## src/rtl/alu_multicycle.sv

```systemverilog
// rtl/alu_multicycle.sv - multi-cycle ALU with valid/ready handshake, iterative multiply and restoring divide
// Single-cycle ops resolve at acceptance; MUL/DIVU/REMU run WIDTH iterations in ITER.
module alu_multicycle #(
  parameter int WIDTH            = 32,
  parameter int ALUControl_WIDTH = 4
) (
  input  logic                        clk,
  input  logic                        rst_n,
  input  logic                        in_valid,
  output logic                        in_ready,
  input  logic [WIDTH-1:0]            SrcA,
  input  logic [WIDTH-1:0]            SrcB,
  input  logic [ALUControl_WIDTH-1:0] ALUControl,
  output logic                        out_valid,
  input  logic                        out_ready,
  output logic [WIDTH-1:0]            ALUResult,
  output logic                        Zero_flag,
  output logic                        Overflow_flag,
  output logic                        DivByZero_flag
);

  localparam int SHW = $clog2(WIDTH);
  localparam int CW  = SHW + 1;
  localparam logic [CW-1:0] LAST = CW'(WIDTH - 1);

  localparam logic [3:0] OP_AND  = 4'b0000;
  localparam logic [3:0] OP_OR   = 4'b0001;
  localparam logic [3:0] OP_ADD  = 4'b0010;
  localparam logic [3:0] OP_XOR  = 4'b0011;
  localparam logic [3:0] OP_SUB  = 4'b0100;
  localparam logic [3:0] OP_MUL  = 4'b0101;
  localparam logic [3:0] OP_SLT  = 4'b0110;
  localparam logic [3:0] OP_SLTU = 4'b0111;
  localparam logic [3:0] OP_NOR  = 4'b1000;
  localparam logic [3:0] OP_SLL  = 4'b1001;
  localparam logic [3:0] OP_SRL  = 4'b1010;
  localparam logic [3:0] OP_SRA  = 4'b1011;
  localparam logic [3:0] OP_DIVU = 4'b1100;
  localparam logic [3:0] OP_REMU = 4'b1101;

  typedef enum logic [1:0] {IDLE, ITER, DONE} state_t;

  state_t                state, state_next;
  logic                  started;
  logic [3:0]            op;
  logic [CW-1:0]         cnt;
  logic [WIDTH-1:0]      acc;
  logic [WIDTH-1:0]      md;
  logic [WIDTH-1:0]      mq;
  logic [WIDTH-1:0]      result;
  logic                  zero_r, ovf_r, dbz_r;

  logic                  accept;
  logic                  is_div, is_iter, is_div0;
  logic [SHW-1:0]        shamt;
  logic [WIDTH-1:0]      sum, diff;
  logic [WIDTH-1:0]      sc_result;
  logic                  sc_ovf;
  logic [WIDTH-1:0]      mul_acc;
  logic [WIDTH:0]        div_shift;
  logic                  div_ge;
  logic [WIDTH-1:0]      div_sub, div_rem, div_quo;
  logic [WIDTH-1:0]      iter_result;

  assign in_ready       = started && (state == IDLE);
  assign out_valid      = (state == DONE);
  assign ALUResult      = result;
  assign Zero_flag      = zero_r;
  assign Overflow_flag  = ovf_r;
  assign DivByZero_flag = dbz_r;

  assign accept  = in_valid && in_ready;
  assign is_div  = (ALUControl == OP_DIVU) || (ALUControl == OP_REMU);
  assign is_div0 = is_div && (SrcB == '0);
  assign is_iter = (ALUControl == OP_MUL) || (is_div && !is_div0);
  assign shamt   = SrcB[SHW-1:0];
  assign sum     = SrcA + SrcB;
  assign diff    = SrcA - SrcB;

  // Single-cycle results are computed straight from the inputs at acceptance.
  always_comb begin
    sc_result = '0;
    sc_ovf    = 1'b0;
    case (ALUControl)
      OP_AND:  sc_result = SrcA & SrcB;
      OP_OR:   sc_result = SrcA | SrcB;
      OP_ADD: begin
        sc_result = sum;
        sc_ovf    = (SrcA[WIDTH-1] == SrcB[WIDTH-1]) && (sum[WIDTH-1] != SrcA[WIDTH-1]);
      end
      OP_XOR:  sc_result = SrcA ^ SrcB;
      OP_SUB: begin
        sc_result = diff;
        sc_ovf    = (SrcA[WIDTH-1] != SrcB[WIDTH-1]) && (diff[WIDTH-1] != SrcA[WIDTH-1]);
      end
      OP_SLT:  sc_result = {{(WIDTH-1){1'b0}}, ($signed(SrcA) < $signed(SrcB))};
      OP_SLTU: sc_result = {{(WIDTH-1){1'b0}}, (SrcA < SrcB)};
      OP_NOR:  sc_result = ~(SrcA | SrcB);
      OP_SLL:  sc_result = SrcA << shamt;
      OP_SRL:  sc_result = SrcA >> shamt;
      OP_SRA:  sc_result = $signed(SrcA) >>> shamt;
      OP_DIVU: sc_result = '1;
      OP_REMU: sc_result = SrcA;
      default: sc_result = '0;
    endcase
  end

  // One iteration step; md/mq are multiplicand/multiplier for MUL, divisor/quotient for divide.
  always_comb begin
    mul_acc     = acc + (mq[0] ? md : '0);
    div_shift   = {acc, mq[WIDTH-1]};
    div_ge      = div_shift[WIDTH] || (div_shift[WIDTH-1:0] >= md);
    div_sub     = div_shift[WIDTH-1:0] - md;
    div_rem     = div_ge ? div_sub : div_shift[WIDTH-1:0];
    div_quo     = {mq[WIDTH-2:0], div_ge};
    iter_result = '0;
    if (op == OP_MUL)       iter_result = mul_acc;
    else if (op == OP_DIVU) iter_result = div_quo;
    else                    iter_result = div_rem;
  end

  always_ff @(posedge clk or negedge rst_n) begin
    if (!rst_n) begin
      state   <= IDLE;
      started <= 1'b0;
    end else begin
      state   <= state_next;
      started <= 1'b1;
    end
  end

  always_comb begin
    state_next = state;
    case (state)
      IDLE: if (accept) state_next = is_iter ? ITER : DONE;
      ITER: if (cnt == LAST) state_next = DONE;
      DONE: if (out_ready) state_next = IDLE;
      default: state_next = IDLE;
    endcase
  end

  always_ff @(posedge clk or negedge rst_n) begin
    if (!rst_n) begin
      op     <= '0;
      cnt    <= '0;
      acc    <= '0;
      md     <= '0;
      mq     <= '0;
      result <= '0;
      zero_r <= 1'b0;
      ovf_r  <= 1'b0;
      dbz_r  <= 1'b0;
    end else begin
      case (state)
        IDLE: begin
          if (accept) begin
            op  <= ALUControl;
            cnt <= '0;
            acc <= '0;
            if (ALUControl == OP_MUL) begin
              md <= SrcA;
              mq <= SrcB;
            end else begin
              md <= SrcB;
              mq <= SrcA;
            end
            if (!is_iter) begin
              result <= sc_result;
              zero_r <= (sc_result == '0);
              ovf_r  <= sc_ovf;
              dbz_r  <= is_div0;
            end
          end
        end
        ITER: begin
          cnt <= cnt + 1'b1;
          if (op == OP_MUL) begin
            acc <= mul_acc;
            md  <= md << 1;
            mq  <= mq >> 1;
          end else begin
            acc <= div_rem;
            mq  <= div_quo;
          end
          if (cnt == LAST) begin
            result <= iter_result;
            zero_r <= (iter_result == '0);
            ovf_r  <= 1'b0;
            dbz_r  <= 1'b0;
          end
        end
        default: ;
      endcase
    end
  end

endmodule

```

## config.mk

```make
export PLATFORM = sky130hd
export DESIGN_NAME = alu_multicycle
export DESIGN_NICKNAME = d
export VERILOG_FILES = /design/src/rtl/alu_multicycle.sv
export SDC_FILE = /design/constraint.sdc
export NUM_CORES = 1
export LEC_CHECK = 0
export BUFFER_PORTS_ARGS = -buffer_cell sky130_fd_sc_hd__buf_2
export CORE_MARGIN = 3
export CORE_UTILIZATION = 40
export CTS_CLUSTER_DIAMETER = 80
export DETAILED_ROUTE_END_ITERATION = 8
export GPL_TIMING_DRIVEN = 1
export PLACE_DENSITY = 0.56
export SLEW_MARGIN = 5
export SYNTH_ARGS = -nofsm -noshare
export SYNTH_HDL_FRONTEND = slang
export SYNTH_SLANG_ARGS = --single-unit
```

## constraint.sdc

```tcl
create_clock -name clk -period 5.8 [get_ports clk]
set_input_delay 0.29 -clock clk [delete_from_list [all_inputs] [get_ports clk]]
set_output_delay 0.29 -clock clk [all_outputs]
set_load 0.03 [all_outputs]
```

=== After elaboration in Yosys (flattened, before gate mapping) ===
Index checks and enable logic that the tools add are counted.

* Register bits: 144
* Output and inout port bits: 37

* Add/subtract/negate cells: 5
* Order comparisons: 3
* Equal/unequal tests: 27
* Shift operators: 3
* Muxes and demuxes: 39
* Bitwise gates (word level): 4
* Reduce and logical (&&, ||, !) cells: 21

{| class="wikitable"
|+ Operator list
! kind !! number
|-
| 32-bit two-way mux || 15
|-
| 32-bit one-hot mux with 13 select lines || 1
|-
| 32-bit one-hot mux with 2 select lines || 4
|-
| 32-bit zero test || 3
|-
| 32-bit adder || 2
|-
| 32-bit < comparator || 2
|-
| 32-bit subtractor || 2
|-
| 32-bit AND || 1
|-
| 32-bit >= comparator || 1
|-
| 32-bit inverter || 1
|-
| 32-bit OR || 1
|-
| 32-bit by 5-bit << shifter with 32-bit output || 1
|-
| 32-bit by 5-bit right shift with 32-bit output || 1
|-
| 32-bit by 5-bit >>> shifter with 32-bit output || 1
|-
| 32-bit bitwise XOR || 1
|-
| 4-bit == test (second input constant) || 7
|-
| 4-bit by 3-bit == test with 1-bit output (second input constant) || 5
|-
| 6-bit one-hot mux with 2 select lines || 1
|-
| 4-bit by 2-bit == test with 1-bit output (second input constant) || 2
|-
| 1-bit two-way mux || 8
|-
| 2-bit two-way mux || 4
|-
| 2-bit != test (second input constant) || 4
|-
| 1-bit one-hot mux with 2 select lines || 4
|-
| 6-bit by 1-bit adder with 6-bit output (second input constant) || 1
|-
| 18 further kinds || 29
|}

=== Depth between registers and ports, before layout ===
* Word-level depth: 9
* Gate-level depth with buffers: 19
* Mapped depth without buffers: 16

=== Worst setup path before layout ===
No wires, ideal clock.

* Path type: in2reg
* Start point: in SrcB[1]
* End point: reg zero_r, in the netlist Zero_flag
* Arrival: 3.958 ns
* Data required time: 5.720 ns
* Path slack: 1.762 ns
* Stages: 17
* Path buffers: 3
* Path through: buf_4 > buf_6 > inv_2 > buf_1 > ha_1 > a211oi_1 > o211ai_1 > a31oi_1 > o21bai_1 > a221o_1 > a2111oi_1 > o2111ai_1 > nor4_1 > nand4_1 > nor4_1 > nand2_1 > o211ai_2

* Longest elaborated chain between the ends: 7
* Elaborated cells on any way between the ends: 23
* Those cells by class: 2 x add/sub; 2 x order compare; 1 x eq/ne; 3 x shift; 4 x mux; 4 x bitwise; 7 x reduce/logical

{| class="wikitable"
|+ RTL lines
! item !! RTL line !! source
|-
| start: declaration || 12 || <nowiki>input logic [WIDTH-1:0] SrcB,</nowiki>
|-
| parallel branches: the longest is 7 deep, another holds 32-bit subtractor || -- ||
|-
| end signal: assignment || 169 || <nowiki>zero_r <= (sc_result == '0);</nowiki>
|-
| end signal: assignment || 187 || <nowiki>zero_r <= (iter_result == '0);</nowiki>
|-
| end: declaration || 51 || <nowiki>logic zero_r, ovf_r, dbz_r;</nowiki>
|}

Several ways; the timed one is not identified. The select of a mux whose other input is x is not followed.
A chain may end at the register's enable or synchronous reset.

=== Worst setup path in the final report ===
* Start point: reg md[23]
* End point: reg zero_r, in the netlist Zero_flag

* Longest elaborated chain between the ends: 8
* Elaborated cells on any way between the ends: 11
* Those cells by class: 2 x add/sub; 1 x order compare; 6 x mux; 2 x reduce/logical

{| class="wikitable"
|+ RTL lines
! item !! RTL line !! source
|-
| start: declaration || 48 || <nowiki>logic [WIDTH-1:0] md;</nowiki>
|-
| start signal: assignment || 161 || <nowiki>md <= SrcA;</nowiki>
|-
| start signal: assignment || 164 || <nowiki>md <= SrcB;</nowiki>
|-
| start signal: assignment || 179 || <nowiki>md <= md << 1;</nowiki>
|-
| 32-bit >= comparator || 112 || <nowiki>div_ge = div_shift[WIDTH] || (div_shift[WIDTH-1:0] >= md);</nowiki>
|-
| 1-bit logical OR || 112 ||
|-
| 32-bit two-way mux || 114 || <nowiki>div_rem = div_ge ? div_sub : div_shift[WIDTH-1:0];</nowiki>
|-
| 32-bit two-way mux || 118 || <nowiki>else if (op == OP_DIVU) iter_result = div_quo;</nowiki>
|-
| 32-bit two-way mux * || 117 || <nowiki>if (op == OP_MUL) iter_result = mul_acc;</nowiki>
|-
| 32-bit zero test * || 187 ||
|-
| 1-bit two-way mux * || 185 || <nowiki>if (cnt == LAST) begin</nowiki>
|-
| 1-bit one-hot mux with 2 select lines * || 154 || <nowiki>case (state)</nowiki>
|}

Mark *: on every way between the ends. The rest lies on a longest branch, timed or not. The select of a mux whose other input is x is not followed.

==> metrics.md <==
| Metric | Value |
|---|---|
| Outcome | finished clean |
| FP Rows | 86 |
| Number of synthesized flops with an enable pin | 0 |
| Crit path time final | 5166 ps |
| Count leader, synth | nand2_1 |
| Antenna viol nets, final | 0 |
| Core area | 0.05531 mm^2 |
| Inserted Diodes | 0 |
| Leakage Power | 0.01038 uW |
| Worst path slowest cell | or4_1 |
| Critical Path, Cell by Cell | inv_1 -> ha_1 -> and4_1 -> nand2_1 -> or4_1 -> a31oi_1 -> or4_2 -> buf_4 -> a211oi_1 -> o22ai_1 -> nand4_1 -> nor4_2 -> nand4_1 -> o211ai_2 |
| Die width | 242.7 um |
| Post-synth top cells | nand2_1 (361), a21oi_1 (338), nor2_1 (327) |
| Fmax | 0.1936 GHz |
| RSZ-0062 raised after global routing | false |
| DRT iter0 DRCs | 3870 |
| Synth Instances | 3177 |
| CTS clk-pin slew, worst paths | 70 ps |
| Setup Fix Bufs, Post-CTS | 0 |
| Final setup violation count | 0 |
| Worst hold margin | 24.16 ps |
| Total gr overflow | 0 |
| Max rail drop VDD | 283.9 uV |
| CP Class | register to register |
| First-pass GRT wire length | 172800 um |
| Post-synthesis sequential area ratio | 16.08% |
| CTS Root Cell | clkbuf_16 |
| Antenna violations before repair | 3 |
| Slew at the pin with the worst max-slew slack | 1114 ps |
| Primary FF master, synth | dfrtp_1 |
| Average size of a mapped cell | 7.054 um^2 |
| Synth warn | 0 |
| I/O pin total | 109 |
| Total die area | 0.05891 mm^2 |
| Residual DRC | 0 |
| Crit start category | register |
| Share of cells above drive strength 1 | 10.25% |
| Post-Route WL | 120400 um |
| Vias in the first global route | 24662 |
| Seq cells post-synth | 144 |
| Hold Crit Class | primary input to register |
| Post-synth top area share | 16.08% |
| Crit path capture type | register |
| Vias | 26582 |
| Drt pass-1 iters | 6 |
| Max Transition Viols Final | 0 |
| Synthesized cell area | 0.02241 mm^2 |
| Crit path largest cell delay | 650 ps |
| H-tree Lvls | 4 |
| Max Fanout on Critical Path | 16 |
| Vias/cell | 6.800 |
| WP data required | 6180 ps |
| Largest cells by area after synthesis | dfrtp_1 (16%), ha_1 (9.7%), a21oi_1 (7.5%) |
| Wire per inst | 30.79 um |
| Worst path most repeated cell | nand4_1 |
| Rel. slew slack | 25.66% |
| Crit path DAT | 5540 ps |
| Synth async-reset ratio | 100.0% |
| Post-synth top area cell | dfrtp_1 |
| Skew final | 11.24 ps |
| Pin count of the biggest net entering global routing | 129 |
| Starting Density | 40.52% |
| Post-synthesis cell type count | 93 |
| Clock Latency Late Sink | 450 ps |
| CTS tree | yes |
| Part of the cycle the worst path needs | 89.07% |
| # clock sinks | 144 |
| Area Overhead vs Synth | 8.134% |
| Hold Vio Cnt, Final | 0 |
| Setup TNS | 0 ps |
| Clock Tree Buf Depth | 2 |
| Die height | 242.7 um |
| Final GP Congestion | 1.069 |
| I/O Buffers | 108 |
| Num CTS Buffers | 17 |
| Post-Syn Nets | 3426 |
| Pwr dens | 412.7 mW/mm^2 |
| Nets | 3397 |
| Max_cap viols | 0 |
| GRT Total Usage | 39.13% |
| Final HPWL DP | 94290 um |
critical path, delay by kind of cell, from the launching register on:
kind	cells	cell delay, ps
and+or+nand+nor	7	2680
adders and majority gates	1	460
buffers and inverters	2	400
AOI/OAI and AO/OA	4	1130
DFF	1	420
final timing paths:
kind,from,endpoint,slack (ps),cells after the start
worst max-delay path,md[23]$_DFFE_PN0P_,Zero_flag$_DFFE_PN0P_,630,14
worst min-delay path,out_ready,state[1]$_DFFE_PN0P_,20,2
worst min register to register,Overflow_flag$_DFFE_PN0P_,Overflow_flag$_DFFE_PN0P_,470,2
max in group asynchronous,rst_n,acc[4]$_DFFE_PN0P_,3990,3
worst max register to register,md[23]$_DFFE_PN0P_,Zero_flag$_DFFE_PN0P_,630,14
min in group asynchronous,rst_n,Overflow_flag$_DFFE_PN0P_,520,2
metrics by stage:
stage	instances	util (%)	power [uW]	area, um^2	worst slack (ps)
after floorplan	3177	-	6443	22410	1762
after global placement	3876	42.69	8552	23610	566.5
after detailed placement	3876	42.71	8602	23620	680.5
after CTS	3909	43.82	9803	24230	888.5
after global routing	3909	43.82	10620	24230	582.9
final	3909	43.82	10000	24230	633.7
report_power, final:
group	internal, uW	switching [uW]	leakage, uW	total (uW)
sequential	1420	530	0.00181	1950
clock	690	486	0.000295	1180
combinational	2390	4490	0.00827	6880
total	4500	5500	0.0104	10000
cells in the final DEF, fill, tap and decap left out, types with 26 or more instances in the layout:
master,count
nor2b_1,26
inv_1,133
dfrtp_1,144
a22oi_1,28
mux4_2,30
o211ai_1,52
a21o_1,43
a21oi_1,338
nor2_1,325
o21ai_0,240
nor3_1,82
nand3_1,70
a211oi_1,70
nand4_1,36
ha_1,173
buf_2,105
and2_1,52
xnor2_1,46
nand2_1,360
buf_4,88
mux2i_1,102
o22ai_1,41
nand2b_1,26
a31oi_1,52
nor4_1,29
state kept, by name, summed over array words and instances, names as in the netlist, 2 cells and up:
name / count
cnt: 6
acc: 32
state: 2
md: 32
mq: 32
op: 4
ALUResult: 32
kinds of logic (layout without fill, tap and decap cells):
family,after synthesis,count (layout),share of synthesized area [%]
AO/OA/AOI/OAI,1146,1146,32.90
XOR/XNOR,68,68,2.657
adder cells (fa/ha/maj),177,177,10.02
buffers and inverters,387,371,6.979
flip-flops,144,144,16.08
multiplexers,150,150,8.475
other,1,1,0.01673
AND/OR/NAND/NOR,1104,1104,22.88
final cells by class:
type	instances	area [um^2]
Clock buffer	20	446.7
Clock inverter	12	156.4
Fill cell	5874	31070
Inverter	141	529.3
Multi-Input combinational cell	2646	17300
Sequential cell	144	3603
Tap cell	748	935.9
Timing Repair Buffer	198	1267
timing repair:
action | in CTS | in global routing
endpoints found under the hold margin | 2 | 0
resized for setup | 0 | 0
hold buffers | 1 | 0
metal layers:
layer  vias to the layer above  global-route usage [%]  routed length (um)  share of wire, %
li1                      11683                       -                   -                 -
met1                     12920                   56.34               52520                44
met2                      1722                   54.81               47960                40
met3                       253                   10.05               13820                11
met4                         4                   16.75                6024               5.0
met5                         -                       0                  24             0.020
(Power assumes the default switching activity.)
